<file path="src/rtl/lampfpu_fma_round.sv">
// FMA result rounder: 2-entry input FIFO (EMPTY/ONE/TWO), mode-selectable rounding, registered output.
// Latency 1 cycle from valid_i to valid_o when empty. ready_o is high only when empty; an input arriving while full without a pop is dropped (drop_o).
// Optional accumulated flags register enabled by FMA_ROUND_FFLAGS_EN.
module lampfpu_fma_round #(
    parameter int F_EXP  = 8,
    parameter int F_MANT = 7
) (
    input  logic                    clk,
    input  logic                    rst,
    input  logic                    valid_i,
    output logic                    ready_o,
    input  logic                    sign_i,
    input  logic [F_EXP-1:0]        exp_i,
    input  logic [F_MANT+4:0]       mant_i,
    input  logic                    ovf_i,
    input  logic                    unf_i,
    input  logic                    to_round_i,
    input  logic                    invalid_i,
    input  logic [2:0]              rnd_mode_i,
    output logic                    valid_o,
    input  logic                    ready_i,
    output logic [F_EXP+F_MANT:0]   res_o,
    output logic [4:0]              flags_o,
    output logic                    drop_o,
    output logic [4:0]              fflags_o,
    input  logic                    fflags_clr_i
);
    localparam int RW = 1 + F_EXP + F_MANT;
    localparam logic [F_EXP:0] EXP_ONES = {1'b0, {F_EXP{1'b1}}};
    localparam logic [F_EXP:0] EXP_MAXF = EXP_ONES - 1'b1;

    typedef enum logic [1:0] {EMPTY = 2'd0, ONE = 2'd1, TWO = 2'd2} state_t;

    typedef struct packed {
        logic               sign;
        logic [F_EXP-1:0]   exp;
        logic [F_MANT+4:0]  mant;
        logic               ovf;
        logic               unf;
        logic               to_round;
        logic               invalid;
        logic [2:0]         rnd_mode;
    } entry_t;

    state_t state, state_nxt;
    entry_t in_ent, spare, src;
    logic   pop, push, load;

    assign in_ent = {sign_i, exp_i, mant_i, ovf_i, unf_i, to_round_i, invalid_i, rnd_mode_i};

    // The output register holds the rounded head entry; only the second entry is stored raw.
    assign pop  = valid_o & ready_i;
    assign push = valid_i & ((state != TWO) | pop);
    assign load = ((state == EMPTY) & push) | pop;
    assign src  = (state == TWO) ? spare : in_ent;

    always_ff @(posedge clk or negedge rst) begin
        if (!rst) state <= EMPTY;
        else      state <= state_nxt;
    end

    always_comb begin
        state_nxt = state;
        case (state)
            EMPTY:   if (push) state_nxt = ONE;
            ONE:     if (push & ~pop) state_nxt = TWO;
                     else if (~push & pop) state_nxt = EMPTY;
            TWO:     if (pop & ~push) state_nxt = ONE;
            default: state_nxt = EMPTY;
        endcase
    end

    always_comb begin
        ready_o = (state == EMPTY);
        drop_o  = valid_i & (state == TWO) & ~pop;
    end

    always_ff @(posedge clk or negedge rst) begin
        if (!rst) begin
            spare <= '0;
        end else if (push & (((state == ONE) & ~pop) | ((state == TWO) & pop))) begin
            spare <= in_ent;
        end
    end

    logic                carry, g, r, st, inexact, up, to_inf, ovf_det;
    logic [F_MANT+2:0]   mn;
    logic [F_MANT-1:0]   frac;
    logic [F_MANT:0]     sum;
    logic [F_EXP:0]      en, er;
    logic [RW-1:0]       rnd_res;
    logic [4:0]          rnd_flags;

    always_comb begin
        carry   = src.mant[F_MANT+4];
        mn      = carry ? {src.mant[F_MANT+3:2], |src.mant[1:0]} : src.mant[F_MANT+2:0];
        en      = {1'b0, src.exp} + {{F_EXP{1'b0}}, carry};
        frac    = mn[F_MANT+2:3];
        g       = mn[2];
        r       = mn[1];
        st      = mn[0];
        inexact = g | r | st;
        case (src.rnd_mode)
            3'b001:  up = 1'b0;
            3'b010:  up = inexact & src.sign;
            3'b011:  up = inexact & ~src.sign;
            3'b100:  up = g;
            default: up = g & (r | st | frac[0]);
        endcase
        case (src.rnd_mode)
            3'b001:  to_inf = 1'b0;
            3'b010:  to_inf = src.sign;
            3'b011:  to_inf = ~src.sign;
            default: to_inf = 1'b1;
        endcase
        sum = {1'b0, frac} + {{F_MANT{1'b0}}, up};
        er  = en + {{F_EXP{1'b0}}, sum[F_MANT]};
        // Overflow also when the exact magnitude already exceeds max finite, whatever the mode.
        ovf_det = src.ovf | (er >= EXP_ONES) | ((en == EXP_MAXF) & (&frac) & inexact);

        rnd_flags = {src.invalid, 4'b0000};
        if (!src.to_round) begin
            rnd_res = {src.sign, src.exp, src.mant[F_MANT+2:3]};
        end else if (src.unf) begin
            rnd_res        = {src.sign, {(RW-1){1'b0}}};
            rnd_flags[1:0] = 2'b11;
        end else if (ovf_det) begin
            rnd_res      = to_inf ? {src.sign, {F_EXP{1'b1}}, {F_MANT{1'b0}}}
                                  : {src.sign, {(F_EXP-1){1'b1}}, 1'b0, {F_MANT{1'b1}}};
            rnd_flags[2] = 1'b1;
            rnd_flags[0] = 1'b1;
        end else begin
            rnd_res      = {src.sign, er[F_EXP-1:0], sum[F_MANT-1:0]};
            rnd_flags[0] = inexact;
        end
    end

    always_ff @(posedge clk or negedge rst) begin
        if (!rst) begin
            valid_o <= 1'b0;
            res_o   <= '0;
            flags_o <= '0;
        end else if (load) begin
            valid_o <= (state_nxt != EMPTY);
            res_o   <= rnd_res;
            flags_o <= rnd_flags;
        end
    end

`ifdef FMA_ROUND_FFLAGS_EN
    always_ff @(posedge clk or negedge rst) begin
        if (!rst)              fflags_o <= '0;
        else if (fflags_clr_i) fflags_o <= '0;
        else if (pop)          fflags_o <= fflags_o | flags_o;
    end
`else
    logic unused_fflags_clr;
    assign unused_fflags_clr = fflags_clr_i;
    assign fflags_o          = '0;
`endif

endmodule

</file>
<file path="config.mk">
export PLATFORM = sky130hd
export DESIGN_NAME = lampfpu_fma_round
export DESIGN_NICKNAME = d
export VERILOG_FILES = /design/src/rtl/lampfpu_fma_round.sv
export SDC_FILE = /design/constraint.sdc
export NUM_CORES = 1
export LEC_CHECK = 0
export ABC_AREA = 1
export CAP_MARGIN = 15
export CORE_MARGIN = 2
export CORE_UTILIZATION = 52
export DETAILED_ROUTE_END_ITERATION = 10
export GPL_TIMING_DRIVEN = 0
export PLACE_DENSITY_LB_ADDON = 0.08
export SYNTH_ARGS = -nofsm -noshare
export SYNTH_HDL_FRONTEND = slang
export SYNTH_SLANG_ARGS = --single-unit
</file>
<file path="constraint.sdc">
create_clock -name clk -period 4.75 [get_ports clk]
set_clock_uncertainty 0.1 [all_clocks]
set_input_delay 0.95 -clock clk [delete_from_list [all_inputs] [get_ports clk]]
set_output_delay 0.95 -clock clk [all_outputs]
set_load 0.005 [all_outputs]
</file>
# After elaboration in Yosys (flattened, before gate mapping)
# Index checks and enable logic that the tools add are counted.
# word_totals
ff_bits	51
in_bits	33
out_inout_bits	29
word_cells	74
# op_classes
addsub	3
n_lt_le_gt_ge	1
eq_ne	8
n_mux	19
bitwise_logic	27
n_reduce_logical	4
# ops
cell	count
15-bit two-way mux	3
28-bit two-way mux	1
1-bit bitwise AND	15
10-bit two-way mux	1
8-bit by 1-bit adder with 9-bit output	1
9-bit by 1-bit adder with 9-bit output	1
9-bit by 8-bit == test with 1-bit output, second input constant	1
9-bit by 8-bit greater-or-equal comparator with 1-bit output, second input constant	1
1-bit OR	9
7-bit by 1-bit adder with 8-bit output	1
2-bit two-way mux	4
8-bit two-way mux	1
7-bit AND reduction	1
3-bit by 2-bit == test with 1-bit output, second input constant	2
2-bit one-hot mux with 3 select lines	1
1-bit two-way mux	5
1-bit one-hot mux with 4 select lines	1
3-bit by 1-bit == test with 1-bit output, second input constant	1
3-bit == test, second input constant	1
3-bit two-way mux	1
1-bit inverter	3
1-bit one-hot mux with 3 select lines	1
2-bit by 1-bit == test with 1-bit output, second input constant	1
2-bit == test, second input constant	1
4 further kinds	4

# Depth between registers and ports, before layout
# logic_depth
depth_word	16
mapped_depth	33
mapped_depth_nobuf	30

# Worst setup path before layout
# OpenSTA, ideal clock, no wires.
# synth_timing
path_type	flip-flop to flip-flop
startpoint	register state[1]
endpoint	register res_o[7]
setup_time_ns	0.074
t_arrival_ns	3.617
required_time_ns	4.576
setup_slack_ns	0.959
path_stages_with_launch	32
path_buffers	4
period_less_slack_ns	3.791
path_cell_list	dfrtp_1 -> buf_4 -> nand2_4 -> buf_4 -> buf_6 -> buf_2 -> nand2_1 -> o21ai_0 -> inv_1 -> a21oi_1 -> inv_1 -> nand2_1 -> a21oi_1 -> a211oi_1 -> ha_1 -> nand3_1 -> nor2_1 -> and3_1 -> ha_1 -> ha_1 -> nand3_2 -> nor2_4 -> nand2_1 -> nand2_1 -> nand2_1 -> nor2_2 -> nand2_4 -> nand2_8 -> nand2_8 -> nand2_1 -> nand2_1 -> o21ai_2
# synth_via
elab_chain_cells	16
word_cells_on_any_way	38
classes_between	add/sub: 3; order compare: 1; eq/ne: 7; mux: 8; bitwise: 16; reduce/logical: 3
# synth_rtl
element	line	source
from (decl)	45	state_t state, state_nxt;
from (signal assigned)	59	else state <= state_nxt;
2-bit == test	55	assign src = (state == TWO) ? spare : in_ent;
28-bit two-way mux	55	
2-bit OR reduction	96	mn = carry ? {src.mant[F_MANT+3:2], |src.mant[1:0]} : src.mant[F_MANT+2:0];
10-bit two-way mux	96	
1-bit OR (2 in a row)	108	default: up = g & (r | st | frac[0]);
1-bit bitwise AND	108	
1-bit one-hot mux with 4 select lines	103	case (src.rnd_mode)
7-bit by 1-bit adder with 8-bit output	116	sum = {1'b0, frac} + {{F_MANT{1'b0}}, up};
9-bit by 1-bit adder with 9-bit output	117	er = en + {{F_EXP{1'b0}}, sum[F_MANT]};
9-bit by 8-bit greater-or-equal comparator with 1-bit output	119	ovf_det = src.ovf | (er >= EXP_ONES) | ((en == EXP_MAXF) & (&frac) & inexact);
1-bit OR (2 in a row)	119	
15-bit two-way mux	127	end else if (ovf_det) begin
15-bit two-way mux	124	end else if (src.unf) begin
15-bit two-way mux	122	if (!src.to_round) begin
to (signal assigned)	145	res_o <= rnd_res;
to (decl)	22	output logic [F_EXP+F_MANT:0] res_o,
# Several ways; a longest one is shown, not always the timed one.
# A chain may end at the register's enable or synchronous reset.

# Worst setup path in the final report
# layout_timing
startpoint	input port mant_i[11]
endpoint	register res_o[7]
# layout_via
elab_chain_cells	14
word_cells_on_any_way	23
classes_between	add/sub: 3; order compare: 1; eq/ne: 1; mux: 6; bitwise: 11; reduce/logical: 1
# layout_rtl
element	line	source
from (decl)	14	input logic [F_MANT+4:0] mant_i,
28-bit two-way mux (*)	55	
10-bit two-way mux	96	
1-bit OR, on equally long branches (2 in a row)	108, 102	
1-bit bitwise AND, on equally long branches	108, 105, 106	
1-bit one-hot mux with 4 select lines	103	
7-bit by 1-bit adder with 8-bit output	116	
9-bit by 1-bit adder with 9-bit output	117	
9-bit by 8-bit greater-or-equal comparator with 1-bit output	119	
1-bit OR (2 in a row)	119	
15-bit two-way mux (*)	127	
15-bit two-way mux (*)	124	
15-bit two-way mux (*)	122	
# Mark *: on every way between the ends. The rest lies on a longest branch, timed or not.

==> flow_summary.yaml <==
critical_path:
  worstSetupEndpointType: "flop"
  crit_fanout: 9
  crit_top_cell: "nand2_1"
  max_stage_delay_ps: 520
  crit_path_start_kind: "input pin"
  cp_slowest_cell: "clkdlybuf4s50_1"
  arrival_ps: 4470
  cp_data_required_time_ps: 4890
  worstSetupPathType: "in2reg"
synth:
  synthArstFlopShare: 1.00
  synth_top_area_share: 0.352
  ys.flop_type: "dfrtp_1"
  synth_edf_count: 0
  yosysWarningCount: 0
  synth_seq_cells: 51
  ys_types: 34
  syn_avg_cell_area_um2: 7.12
  seq_area_frac_synth: 0.352
  syn_inst: 509
  synth_top_area_cell: "dfrtp_1"
  synth_area_leaders: "dfrtp_1 35%, nand2_1 16%, nand3_1 6.2%"
  synth_area_mm2: 0.00363
cts:
  cts_max_level: 2
  clockBufferDepth: 2
  clock_sinks: 51
  postCtsHoldBufs: 0
  cts_made_buffers: 5
  cts_root_buf: "clkbuf_8"
  cts_tree: "done"
  cts.clk_slew.worst_paths_ps: 100
  insertion_delay_ps: 310
cells_and_area:
  drive_gt1_frac: 0.154
  syn_to_final_growth_pct: 21.9
  finalNetCount: 615
  num-fill-cells: 620
  diodes: 0
  seq_area_mm2: 0.00128
  multiInputGateArea_mm2: 0.00204
  final_cells: 657
  utilization: 0.654
power_and_ir_drop:
  p_comb_frac: 0.177
  p_int_mw: 0.631
  clkPwrFrac: 0.309
  power_frac_seq: 0.515
  p_leak_nw: 2.21
  p_sw_mw: 0.247
  power_density_mw_per_mm2: 199
  switching_share: 0.281
  peakVddDrop_v: 0.000109
global_routing:
  grt_pass1_wl_um: 14800
  grt_pass1_vias: 3313
  antenna_found_initial: 0
  grt_max_degree: 35
  grt_overflow: 0
  track_usage: 0.244
min_path:
  worstHoldPathType: "reg2reg"
routing:
  drc: 0
  wl_per_cell_um: 13.5
  totalWireLength_um: 8870
  dr_wl_met3_um: 441
  top_layer: "met4"
  firstDrtPassIters: 5
  wl_met2_um: 4320
  met1Wirelength_um: 4030
  route.vias.total: 3393
  drtAntennaViolNets: 0
  drt-initial-drc-count: 234
  viasPerCell: 5.16
sta:
  slew_viol_final: 0
  post-route-period-util: 0.912
  report.final.setup_viol: 0
  timing.fmax_mhz: 231
  finalHoldViolCount: 0
  worstMarginPinSlew_ps: 717
  relSlewSlack: 0.522
  min_period_ps: 4330
outcome:
  status: "complete, no violations"
die:
  core_mm2: 0.00676
  die-width_um: 87.5
  die_height_um: 87.5
  die_area_mm2: 0.00766
  num_rows: 30
  initial_utilization: 0.537
  design.portCount: 62
flow_run:
  maxCapViolCount: 0
placement:
  port_buffers: 54
  place.gp.congestion: 0.890
  hpwl_um: 6800
  place_inst: 649
-- what timing repair did --
| action | 4_1_cts | 5_1_grt |
|---|---|---|
| setup endpoints to repair | 0 | 16 |
| buffers inserted | 0 | 0 |
| endpoints found under the hold margin | 0 | 0 |
| gates resized for setup | 0 | 8 |
-- final timing paths --
check	start	endpoint	slack (ps)	cells after the start
hold / removal	spare[10]	spare[10]	380	2
hold reg to reg	spare[10]	spare[10]	380	2
setup reg to reg	state[0]	res_o[7]	470	28
setup / recovery	mant_i[11]	res_o[7]	420	27
min in group asynchronous	rst	res_o[14]	470	1
max in group asynchronous	rst	spare[2]	3560	2
-- per-stage QoR --
step / worst slack (ps) / total power [mW] / setup TNS [ps] / area [um2] / hold WS (ps)
2_1_floorplan: 959 / 0.552 / 0 / 3640 / 343
3_3_place_gp: 150 / 0.608 / 0 / 4290 / 355
3_5_place_dp: 81.5 / 0.612 / 0 / 4300 / 360
4_1_cts: 345 / 0.885 / 0 / 4400 / 385
5_1_grt: -12.6 / 0.922 / -12.6 / 4420 / 414
6_report: 418 / 0.878 / 0 / 4420 / 383
-- cells by family (layout without fill, tap and decap cells) --
| logic type | Yosys count | count (layout) | share of synthesized area |
|---|---|---|---|
| xor gates and xnor gates | 6 | 6 | 0.0145 |
| adders and majority gates | 6 | 6 | 0.0207 |
| buffers and inverters | 78 | 141 | 0.0956 |
| other | 1 | 6 | 0.00103 |
| DFF | 51 | 51 | 0.352 |
| and+or+nand+nor | 283 | 283 | 0.371 |
| AOI/OAI and AO/OA | 74 | 74 | 0.115 |
| muxes | 10 | 10 | 0.0311 |
-- power groups by stage --
stage               registers (mW)  logic [mW]  clock network, mW
floorplan                    0.459      0.0935                  0
global placement             0.460       0.149                  0
detailed placement           0.460       0.152                  0
CTS                          0.452       0.153              0.280
global route                 0.453       0.175              0.293
finish                       0.452       0.155              0.271
-- layer usage --
| metal | global-route usage | up-vias |
|---|---|---|
| li1 | - | 1743 |
| met1 | 0.328 | 1548 |
| met2 | 0.419 | 94 |
| met3 | 0.0275 | 8 |
| met4 | 0.0615 | 0 |
| met5 | 0 | - |
-- cell type report --
| class | count | area share |
|---|---|---|
| inverters | 54 | 0.0459 |
| multi-input cells | 385 | 0.461 |
| clock buffers | 6 | 0.0187 |
| clock inverters | 2 | 0.00368 |
| repair buffers | 55 | 0.126 |
| well taps | 80 | 0.0227 |
| plain buffers | 24 | 0.0331 |
| flip-flops and latches | 51 | 0.289 |
-- state kept, by name, summed over array words and instances, names as in the netlist --
name and flops:
res_o 16, valid_o 1, flags_o 4, spare 28, state 2
-- synth_stat cells, types with 2 or more instances --
library cell	count
buf_2	4
a21oi_1	23
nand3_1	45
mux2_2	10
buf_4	9
a21oi_2	7
nand2_4	5
nand3b_1	2
inv_2	3
inv_1	51
buf_6	2
nor2_2	6
clkbuf_1	9
nand2_1	155
dfrtp_1	51
ha_1	6
nor2_1	42
o21ai_1	7
a211oi_1	2
nand2_8	2
xor2_1	4
nand2_2	11
o21ai_0	30
xnor2_1	2
nand3_2	9
nor2_4	4
-- cell usage in the layout, fill, tap and decap left out, types with 10 or more instances in the layout --
cell type / Yosys / layout
a21oi_1: 23 / 22
clkdlybuf4s50_1: 0 / 53
dfrtp_1: 51 / 51
inv_1: 51 / 51
mux2_2: 10 / 10
nand2_1: 155 / 155
nand2_2: 11 / 11
nand3_1: 45 / 45
nor2_1: 42 / 41
o21ai_0: 30 / 28
-- worst max-delay path: cells and delay by family --
family | cells | cell delay (ps)
compound gates | 3 | 330
fa+ha+maj | 3 | 590
buf+inv | 2 | 590
simple gates | 19 | 2010
No activity file was read; power rests on OpenSTA's default activity.
